## src/rtl/grid_scanout_pkg.sv

```systemverilog
// grid_scanout_pkg: default raster timing, grid geometry and colours shared by the scanout path.
package grid_scanout_pkg;
    localparam int DEF_GRID_ROWS = 30;
    localparam int DEF_GRID_COLS = 40;
    localparam int DEF_CELL_PX   = 8;
    localparam int DEF_H_ACTIVE  = 320;
    localparam int DEF_H_FP      = 16;
    localparam int DEF_H_SYNC    = 8;
    localparam int DEF_H_BP      = 56;
    localparam int DEF_V_ACTIVE  = 240;
    localparam int DEF_V_FP      = 4;
    localparam int DEF_V_SYNC    = 2;
    localparam int DEF_V_BP      = 16;
    localparam logic [23:0] DEF_FG_RGB = 24'hFFFFFF;
    localparam logic [23:0] DEF_BG_RGB = 24'h000000;

    typedef struct packed {
        logic de;
        logic hs;
        logic vs;
        logic fs;
    } vid_ctl_t;
endpackage

```

## src/rtl/video_timing_gen.sv

```systemverilog
// video_timing_gen: free-running h/v raster counters with unregistered region decode.
// o_last marks the final cycle of a frame so the consumer can snapshot its source data.
module video_timing_gen
    import grid_scanout_pkg::*;
#(
    parameter int H_ACTIVE = DEF_H_ACTIVE,
    parameter int H_FP     = DEF_H_FP,
    parameter int H_SYNC   = DEF_H_SYNC,
    parameter int H_BP     = DEF_H_BP,
    parameter int V_ACTIVE = DEF_V_ACTIVE,
    parameter int V_FP     = DEF_V_FP,
    parameter int V_SYNC   = DEF_V_SYNC,
    parameter int V_BP     = DEF_V_BP,
    parameter int HW       = $clog2(H_ACTIVE + H_FP + H_SYNC + H_BP),
    parameter int VW       = $clog2(V_ACTIVE + V_FP + V_SYNC + V_BP)
) (
    input  logic          clk,
    input  logic          reset,
    output logic [HW-1:0] o_h,
    output logic [VW-1:0] o_v,
    output vid_ctl_t      o_ctl,
    output logic          o_last
);
    localparam int H_TOTAL = H_ACTIVE + H_FP + H_SYNC + H_BP;
    localparam int V_TOTAL = V_ACTIVE + V_FP + V_SYNC + V_BP;

    logic [HW-1:0] r_h;
    logic [VW-1:0] r_v;
    logic          w_h_last;
    logic          w_v_last;

    always_comb begin
        w_h_last  = r_h == HW'(H_TOTAL - 1);
        w_v_last  = r_v == VW'(V_TOTAL - 1);
        o_h       = r_h;
        o_v       = r_v;
        o_last    = w_h_last && w_v_last;
        o_ctl.de  = r_h < HW'(H_ACTIVE) && r_v < VW'(V_ACTIVE);
        o_ctl.hs  = r_h >= HW'(H_ACTIVE + H_FP) && r_h < HW'(H_ACTIVE + H_FP + H_SYNC);
        o_ctl.vs  = r_v >= VW'(V_ACTIVE + V_FP) && r_v < VW'(V_ACTIVE + V_FP + V_SYNC);
        o_ctl.fs  = r_h == '0 && r_v == '0;
    end

    always_ff @(posedge clk) begin
        if (reset) begin
            r_h <= '0;
            r_v <= '0;
        end else begin
            r_h <= w_h_last ? '0 : r_h + 1'b1;
            if (w_h_last)
                r_v <= w_v_last ? '0 : r_v + 1'b1;
        end
    end
endmodule

```

## src/rtl/grid_scanout.sv

```systemverilog
// grid_scanout: expands a per-frame snapshot of the cell grid into registered raster video.
// The snapshot is taken on the last cycle of each frame so a frame never shows a torn grid.
module grid_scanout
    import grid_scanout_pkg::*;
#(
    parameter int GRID_ROWS = DEF_GRID_ROWS,
    parameter int GRID_COLS = DEF_GRID_COLS,
    parameter int CELL_PX   = DEF_CELL_PX,
    parameter int H_ACTIVE  = DEF_H_ACTIVE,
    parameter int H_FP      = DEF_H_FP,
    parameter int H_SYNC    = DEF_H_SYNC,
    parameter int H_BP      = DEF_H_BP,
    parameter int V_ACTIVE  = DEF_V_ACTIVE,
    parameter int V_FP      = DEF_V_FP,
    parameter int V_SYNC    = DEF_V_SYNC,
    parameter int V_BP      = DEF_V_BP,
    parameter logic [23:0] FG_RGB = DEF_FG_RGB,
    parameter logic [23:0] BG_RGB = DEF_BG_RGB
) (
    input  logic                           clk,
    input  logic                           reset,
    input  logic [GRID_ROWS*GRID_COLS-1:0] grid_bits,
    output logic [23:0]                    vid_rgb,
    output logic                           vid_de,
    output logic                           vid_hs,
    output logic                           vid_vs,
    output logic                           frame_start
);
    localparam int N  = GRID_ROWS * GRID_COLS;
    localparam int IW = $clog2(N);
    localparam int SH = $clog2(CELL_PX);
    localparam int HW = $clog2(H_ACTIVE + H_FP + H_SYNC + H_BP);
    localparam int VW = $clog2(V_ACTIVE + V_FP + V_SYNC + V_BP);

    if (GRID_ROWS * CELL_PX != V_ACTIVE || GRID_COLS * CELL_PX != H_ACTIVE ||
        (CELL_PX & (CELL_PX - 1)) != 0) begin : g_bad_geometry
        $error("grid_scanout: grid * CELL_PX must equal the active area and CELL_PX must be a power of two");
    end

    logic [HW-1:0] w_h;
    logic [VW-1:0] w_v;
    vid_ctl_t      w_ctl;
    vid_ctl_t      r_ctl;
    logic          w_last;
    logic [IW-1:0] w_col;
    logic [IW-1:0] w_row;
    logic [IW-1:0] w_idx;
    logic          w_pix;
    logic [N-1:0]  r_frame_buf;
    logic [23:0]   r_rgb;

    video_timing_gen #(
        .H_ACTIVE(H_ACTIVE), .H_FP(H_FP), .H_SYNC(H_SYNC), .H_BP(H_BP),
        .V_ACTIVE(V_ACTIVE), .V_FP(V_FP), .V_SYNC(V_SYNC), .V_BP(V_BP),
        .HW(HW), .VW(VW)
    ) u_timing (
        .clk   (clk),
        .reset (reset),
        .o_h   (w_h),
        .o_v   (w_v),
        .o_ctl (w_ctl),
        .o_last(w_last)
    );

    // Index is forced to 0 outside the active area so it never leaves the grid.
    always_comb begin
        w_col = IW'(w_h >> SH);
        w_row = IW'(w_v >> SH);
        w_idx = w_ctl.de ? w_row * IW'(GRID_COLS) + w_col : '0;
        w_pix = r_frame_buf[w_idx];
    end

    always_ff @(posedge clk) begin
        if (reset) begin
            r_frame_buf <= '0;
            r_rgb       <= '0;
            r_ctl       <= '0;
        end else begin
            if (w_last)
                r_frame_buf <= grid_bits;
            r_rgb <= w_ctl.de ? (w_pix ? FG_RGB : BG_RGB) : '0;
            r_ctl <= w_ctl;
        end
    end

    assign vid_rgb     = r_rgb;
    assign vid_de      = r_ctl.de;
    assign vid_hs      = r_ctl.hs;
    assign vid_vs      = r_ctl.vs;
    assign frame_start = r_ctl.fs;
endmodule
```

## config.mk

```make
export PLATFORM = sky130hd
export DESIGN_NAME = grid_scanout
export DESIGN_NICKNAME = d
export VERILOG_FILES = /design/src/rtl/grid_scanout_pkg.sv /design/src/rtl/video_timing_gen.sv /design/src/rtl/grid_scanout.sv
export SDC_FILE = /design/constraint.sdc
export NUM_CORES = 2
export LEC_CHECK = 0
export ABC_CLOCK_PERIOD_IN_PS = 3290
export BUFFER_PORTS_ARGS = -buffer_cell sky130_fd_sc_hd__buf_2
export CAP_MARGIN = 5
export CORE_AREA = 8 8 473 475
export CTS_BUF_LIST = sky130_fd_sc_hd__clkbuf_8
export DETAILED_ROUTE_END_ITERATION = 10
export DIE_AREA = 0 0 481 483
export SYNTH_ARGS = -nofsm -noshare
export SYNTH_HDL_FRONTEND = slang
export SYNTH_SLANG_ARGS = --single-unit
```

## constraint.sdc

```tcl
create_clock -name clk -period 3.29 [get_ports clk]
set_clock_uncertainty 0.2 [all_clocks]
set_input_delay 0.987 -clock clk [delete_from_list [all_inputs] [get_ports clk]]
set_output_delay 0.987 -clock clk [all_outputs]
set_load 0.1 [all_outputs]
```

## After elaboration in Yosys (flattened, before gate mapping)

Cells that the tools add are included.

- Mux-type cells: 5
- Reduce and logical (&&, ||, !) cells: 9
- Bitwise logic cells: 1
- Order comparisons: 7
- Add/subtract/negate cells: 3
- Equal/unequal tests: 2
- Multipliers: 1

Operator list:

| operator | count |
|---|---|
| $mux 24 | 1 |
| $add 9x1->9 const B | 2 |
| $eq 9x9->1 const B | 2 |
| $logic_not 9->1 | 2 |
| $lt 9x8->1 const B | 2 |
| $lt 9x9->1 const B | 2 |
| $lt 11x12->1 const B | 1 |
| $add 11x6->11 | 1 |
| $bmux 1 s11 | 1 |
| $mux 11 | 1 |
| $ge 9x8->1 const B | 1 |
| $ge 9x9->1 const B | 1 |
| $mux 9 | 1 |
| $mul 6x3->8 const B | 1 |
| $logic_and 1x1->1 | 5 |
| $reduce_or 2->1 | 2 |
| $mux 1 | 1 |
| $not 1->1 | 1 |

- Output and inout bits: 28
- Word-level logic and storage cells: 36
- Register bits after elaboration: 1246

## Depth between registers and ports, before layout

- Word-level depth: 6
- Gate-level depth with buffers: 14
- Depth with buffers taken out: 13

## Modules after synthesis

From an unflattened synthesis, not the netlist that was laid out.

- Cells, all modules: 5480
- Area, all modules: 54051.8 um2

Modules (own cells, without submodules):

| module | cells each | area an instance (um2) | instances |
|---|---|---|---|
| grid_scanout | 5368 | 53090.9 | 1 |
| video_timing_gen | 112 | 960.9 | 1 |

## Worst setup path after synthesis

OpenSTA, ideal clock, no wires.

- Path type: register -> register
- From: register u_timing.r_v[3] (netlist: u_timing.o_v[3])
- To: register r_rgb[22] (netlist: vid_rgb[22])
- Setup slack: 0.086 ns
- Period minus slack after synthesis: 3.204 ns
- Required time: 2.961 ns
- Cell stages (with the launch flop): 14
- Arrival: 2.875 ns
- Path buffers: 2
- Path through: dfxtp_1 > ha_1 > fa_1 > clkbuf_1 > nor2_1 > or3_1 > clkbuf_1 > o221a_2 > nor4_1 > o22ai_1 > a22oi_1 > o211ai_1 > a311oi_1 > nor4_2

- Cells in the longest elaborated chain, start to end: 6

RTL lines:

| element | RTL line | source |
|---|---|---|
| start: declaration | video_timing_gen.sv:28 | `logic [VW-1:0] r_v;` |
| start signal: assignment | video_timing_gen.sv:51 | `r_v <= w_v_last ? '0 : r_v + 1'b1;` |
| $mul 6x3->8 or $lt 9x8->1 (tied branches) | grid_scanout.sv:69, video_timing_gen.sv:38 |  |
| $add 11x6->11 or $logic_and 1x1->1 (tied branches) | grid_scanout.sv:69, video_timing_gen.sv:38 |  |
| $mux 11 | grid_scanout.sv:69 | `w_idx = w_ctl.de ? w_row * IW'(GRID_COLS) + w_col : '0;` |
| $bmux 1 s11 | grid_scanout.sv:70 | `w_pix = r_frame_buf[w_idx];` |
| $mux 1 (not written as such) | grid_scanout.sv:70 |  |
| $mux 24 | grid_scanout.sv:81 | `r_rgb <= w_ctl.de ? (w_pix ? FG_RGB : BG_RGB) : '0;` |
| end signal: assignment | grid_scanout.sv:81 |  |
| end: declaration | grid_scanout.sv:50 | `logic [23:0] r_rgb;` |

Parallel ways exist; a longest one is shown, timed or not. The select of a mux whose other input is x is not followed.
A chain may end at the register's enable or synchronous reset.

## Worst setup path after layout

- From: register u_timing.r_v[4] (netlist: u_timing.o_v[4])
- To: register r_rgb[22] (netlist: vid_rgb[22])

The elaborated chain is that of the path after synthesis.

==> impl_metrics.env <==
export IMPL_status="finished, violations left"
export IMPL_violations="setup timing"
export IMPL_synth_seq_cells=1223
export IMPL_antenna_found_initial=64
export IMPL_dp_slack_ns=-0.868
export IMPL_rr_endpoint="vid_rgb[22]"
export IMPL_start_kind="flip-flop"
export IMPL_htree_levels=4
export IMPL_die_w_um=481
export IMPL_synth_largest_area_cell="dfxtp_1"
export IMPL_min_path_type="input pin to flip-flop"
export IMPL_clock_sinks=1223
export IMPL_grt_pass1_wl_um=441000
export IMPL_crit_fanout=4
export IMPL_maxCapViolCount=0
export IMPL_dp_hpwl_um=249000
export IMPL_gp_congestion=0.909
export IMPL_finalCritPeriodShare=1.09
export IMPL_worstSkewPairLatency_ns=0.98
export IMPL_grt_pass1_vias=60600
export IMPL_fin_cells=12100
export IMPL_io_pins=1230
export IMPL_fmax_ghz=0.280
export IMPL_wl_per_cell_um=26.5
export IMPL_yosys_warnings=0
export IMPL_layout_commonest_cell="nand2_1"
export IMPL_drive_gt1_frac=0.274
export IMPL_layout_nets=10200
export IMPL_holdCritStartpoint="grid_bits[224]"
export IMPL_cts_buffers=215
export IMPL_fp_dieArea_um2=232000
export IMPL_relSlewSlack=0.355
export IMPL_synth_edff_count=0
export IMPL_ys_seq_area_frac=0.457
export IMPL_irDropWorstVdd_uv=387
export IMPL_hold_path_cell_count=3
export IMPL_rr_worst_depth=14
export IMPL_std_cell_rows=171
export IMPL_layout_common_cells="nand2_1, a21oi_1, dfxtp_1"
export IMPL_drc=0
export IMPL_tritoncts="built"
export IMPL_setup_ws_ns=-0.288
export IMPL_syn_num_nets=8154
export IMPL_required_ns=3.97
export IMPL_coreArea_um2=216000
export IMPL_ys_async_sr_fraction=0
export IMPL_synth_cell_types=89
export IMPL_clkTransAtPathRegs_ns=0.08
export IMPL_synth_area_leaders="dfxtp_1, nand2_1, a21oi_1"
export IMPL_finalSetupViolations=24
export IMPL_synth_cells=6934
export IMPL_fin_hold_ws_ns=0.0948
export IMPL_powerDensity_nw_per_um2=401
export IMPL_routed_via_density=5.02
export IMPL_initial_utilization=0.248
export IMPL_grt_usage=0.260
export IMPL_cts_root_buffer="clkbuf_8"
export IMPL_synth_ff_type="dfxtp_1"
export IMPL_vias=60600
export IMPL_rrSetupSlack_ns=-0.29
export IMPL_drv_slew=0
export IMPL_place_inst=11100
export IMPL_yosysTopAreaCellShare=0.457
export IMPL_rsz0062_at_grt="true"
export IMPL_grt_overflow=0
export IMPL_fillers=22200
export IMPL_cts_max_path_buffers=3
export IMPL_r2r_start="u_timing.o_v[4]"
export IMPL_path_class="flip-flop to flip-flop"
export IMPL_worstMarginPinSlew_ns=0.966
export IMPL_grt_max_degree=149
export IMPL_routed_wl_um=321000
export IMPL_synth_area_per_cell_um2=7.72
export IMPL_io_buffer_count=1229
export IMPL_min_to="r_frame_buf[224]"
export IMPL_drt_iter0_markers=5592
export IMPL_area_delta_synth_final_pct=47.2
export IMPL_period_needed_ns=3.58
export IMPL_ant_nets=0
export IMPL_hold_viol=0
export IMPL_final_core_util=0.365
export IMPL_worst_ep_arrival_time_ns=4.25
export IMPL_cp_end_kind="flip-flop"
export IMPL_drt_first_pass_iters=7
export IMPL_die_y_um=483
export IMPL_synthesis_area_um2=53500
export IMPL_p_leak_nw=28.6
[critical path, cell delays in order (launching register included)]
cell and delay [ns]:
dfxtp_4 0.37, ha_1 0.30, ha_2 0.21, inv_2 0.06
fa_2 0.47, or3_4 0.43, buf_4 0.15, buf_4 0.13
a21oi_2 0.14, buf_4 0.12, and4b_1 0.21, a221oi_2 0.06
o2111ai_4 0.25, o31ai_4 0.13, nor4_4 0.25
[per-layer routing]
layer / vias up / routed length (µm) / track usage
li1: 27800 / - / -
met1: 29000 / 133000 / 0.328
met2: 3071 / 150000 / 0.432
met3: 716 / 21500 / 0.0443
met4: 8 / 16500 / 0.117
met5: - / 51 / 0
[synthesized netlist by cell type, drive strengths merged, types with 52 or more instances]
master  count
buf       281
inv        62
a221oi     66
o22ai     115
nand2    2488
clkbuf    334
o221ai     57
o21ai      85
dfxtp    1223
a21oi    1293
mux2i     255
mux2      101
nor2       94
nand3      52
[stage by stage]
| stage | TNS (ns) | cell area (µm²) | total power (W) |
|---|---|---|---|
| after floorplan | 0 | 53500 | 0.0154 |
| after global placement | -0.948 | 67600 | 0.0165 |
| after detailed placement | -0.868 | 67600 | 0.0165 |
| after CTS | -6.08 | 78500 | 0.0318 |
| after global routing | -3.11 | 78800 | 0.0327 |
| final | -1.18 | 78800 | 0.0316 |
[state kept, by name, summed over array words and instances, names as in the netlist]
signal / flops
r_frame_buf: 1200
u_timing.o_h: 9
u_timing.o_v: 9
vid_rgb: 1
frame_start: 1
vid_de: 1
vid_vs: 1
vid_hs: 1
[how the worst max path moves through the flow]
| stage | from | end | slack [ns] | cells after the start |
|---|---|---|---|---|
| after global routing | u_timing.o_h[7] | vid_rgb[22] | -0.36 | 15 |
| after CTS | u_timing.o_v[3] | vid_rgb[22] | -0.28 | 15 |
| after detailed placement | u_timing.o_v[3] | vid_rgb[22] | -0.87 | 14 |
| final | u_timing.o_v[4] | vid_rgb[22] | -0.29 | 14 |
| after floorplan | u_timing.o_v[3] | vid_rgb[22] | 0.09 | 13 |
| after global placement | u_timing.o_v[3] | vid_rgb[22] | -0.95 | 14 |
[power by group]
part / total [W] / switching (W) / internal (W)
clock network: 0.0148 / 0.00692 / 0.00792
registers: 0.0148 / 0.00000469 / 0.0148
logic: 0.00196 / 0.000894 / 0.00106
total: 0.0316 / 0.00782 / 0.0238
[repair_timing]
action	4_1_cts	5_1_grt
setup buffers	32	13
pin swaps	32	21
cloned	1	2
endpoints found under the setup margin	25	25
hold buffers	549	0
gates resized for setup	131	29
hold endpoints to repair	549	0
[logic make-up (layout without fill, tap and decap cells)]
kind of cell,after synthesis,in the layout,synth area share
muxes,371,371,0.0752
adders and majority gates,18,18,0.00449
AOI/OAI and AO/OA,1845,1845,0.198
other,0,39,0
xor gates and xnor gates,20,20,0.00327
DFF,1223,1223,0.457
and+or+nand+nor,2780,2780,0.204
buffers and inverters,677,2941,0.0581
[cell type report]
| class | instances | area, µm² | area share |
|---|---|---|---|
| sequential | 1223 | 24500 | 0.311 |
| antenna | 39 | 97.6 | 0.00124 |
| clock buffer | 267 | 3670 | 0.0466 |
| timing repair buffer | 2485 | 19000 | 0.241 |
| tap | 2854 | 3570 | 0.0453 |
| inverter | 62 | 234 | 0.00297 |
| clock inverter | 127 | 855 | 0.0108 |
| multi-input combinational | 5034 | 26900 | 0.341 |
Power figures use the tool's default switching activity.
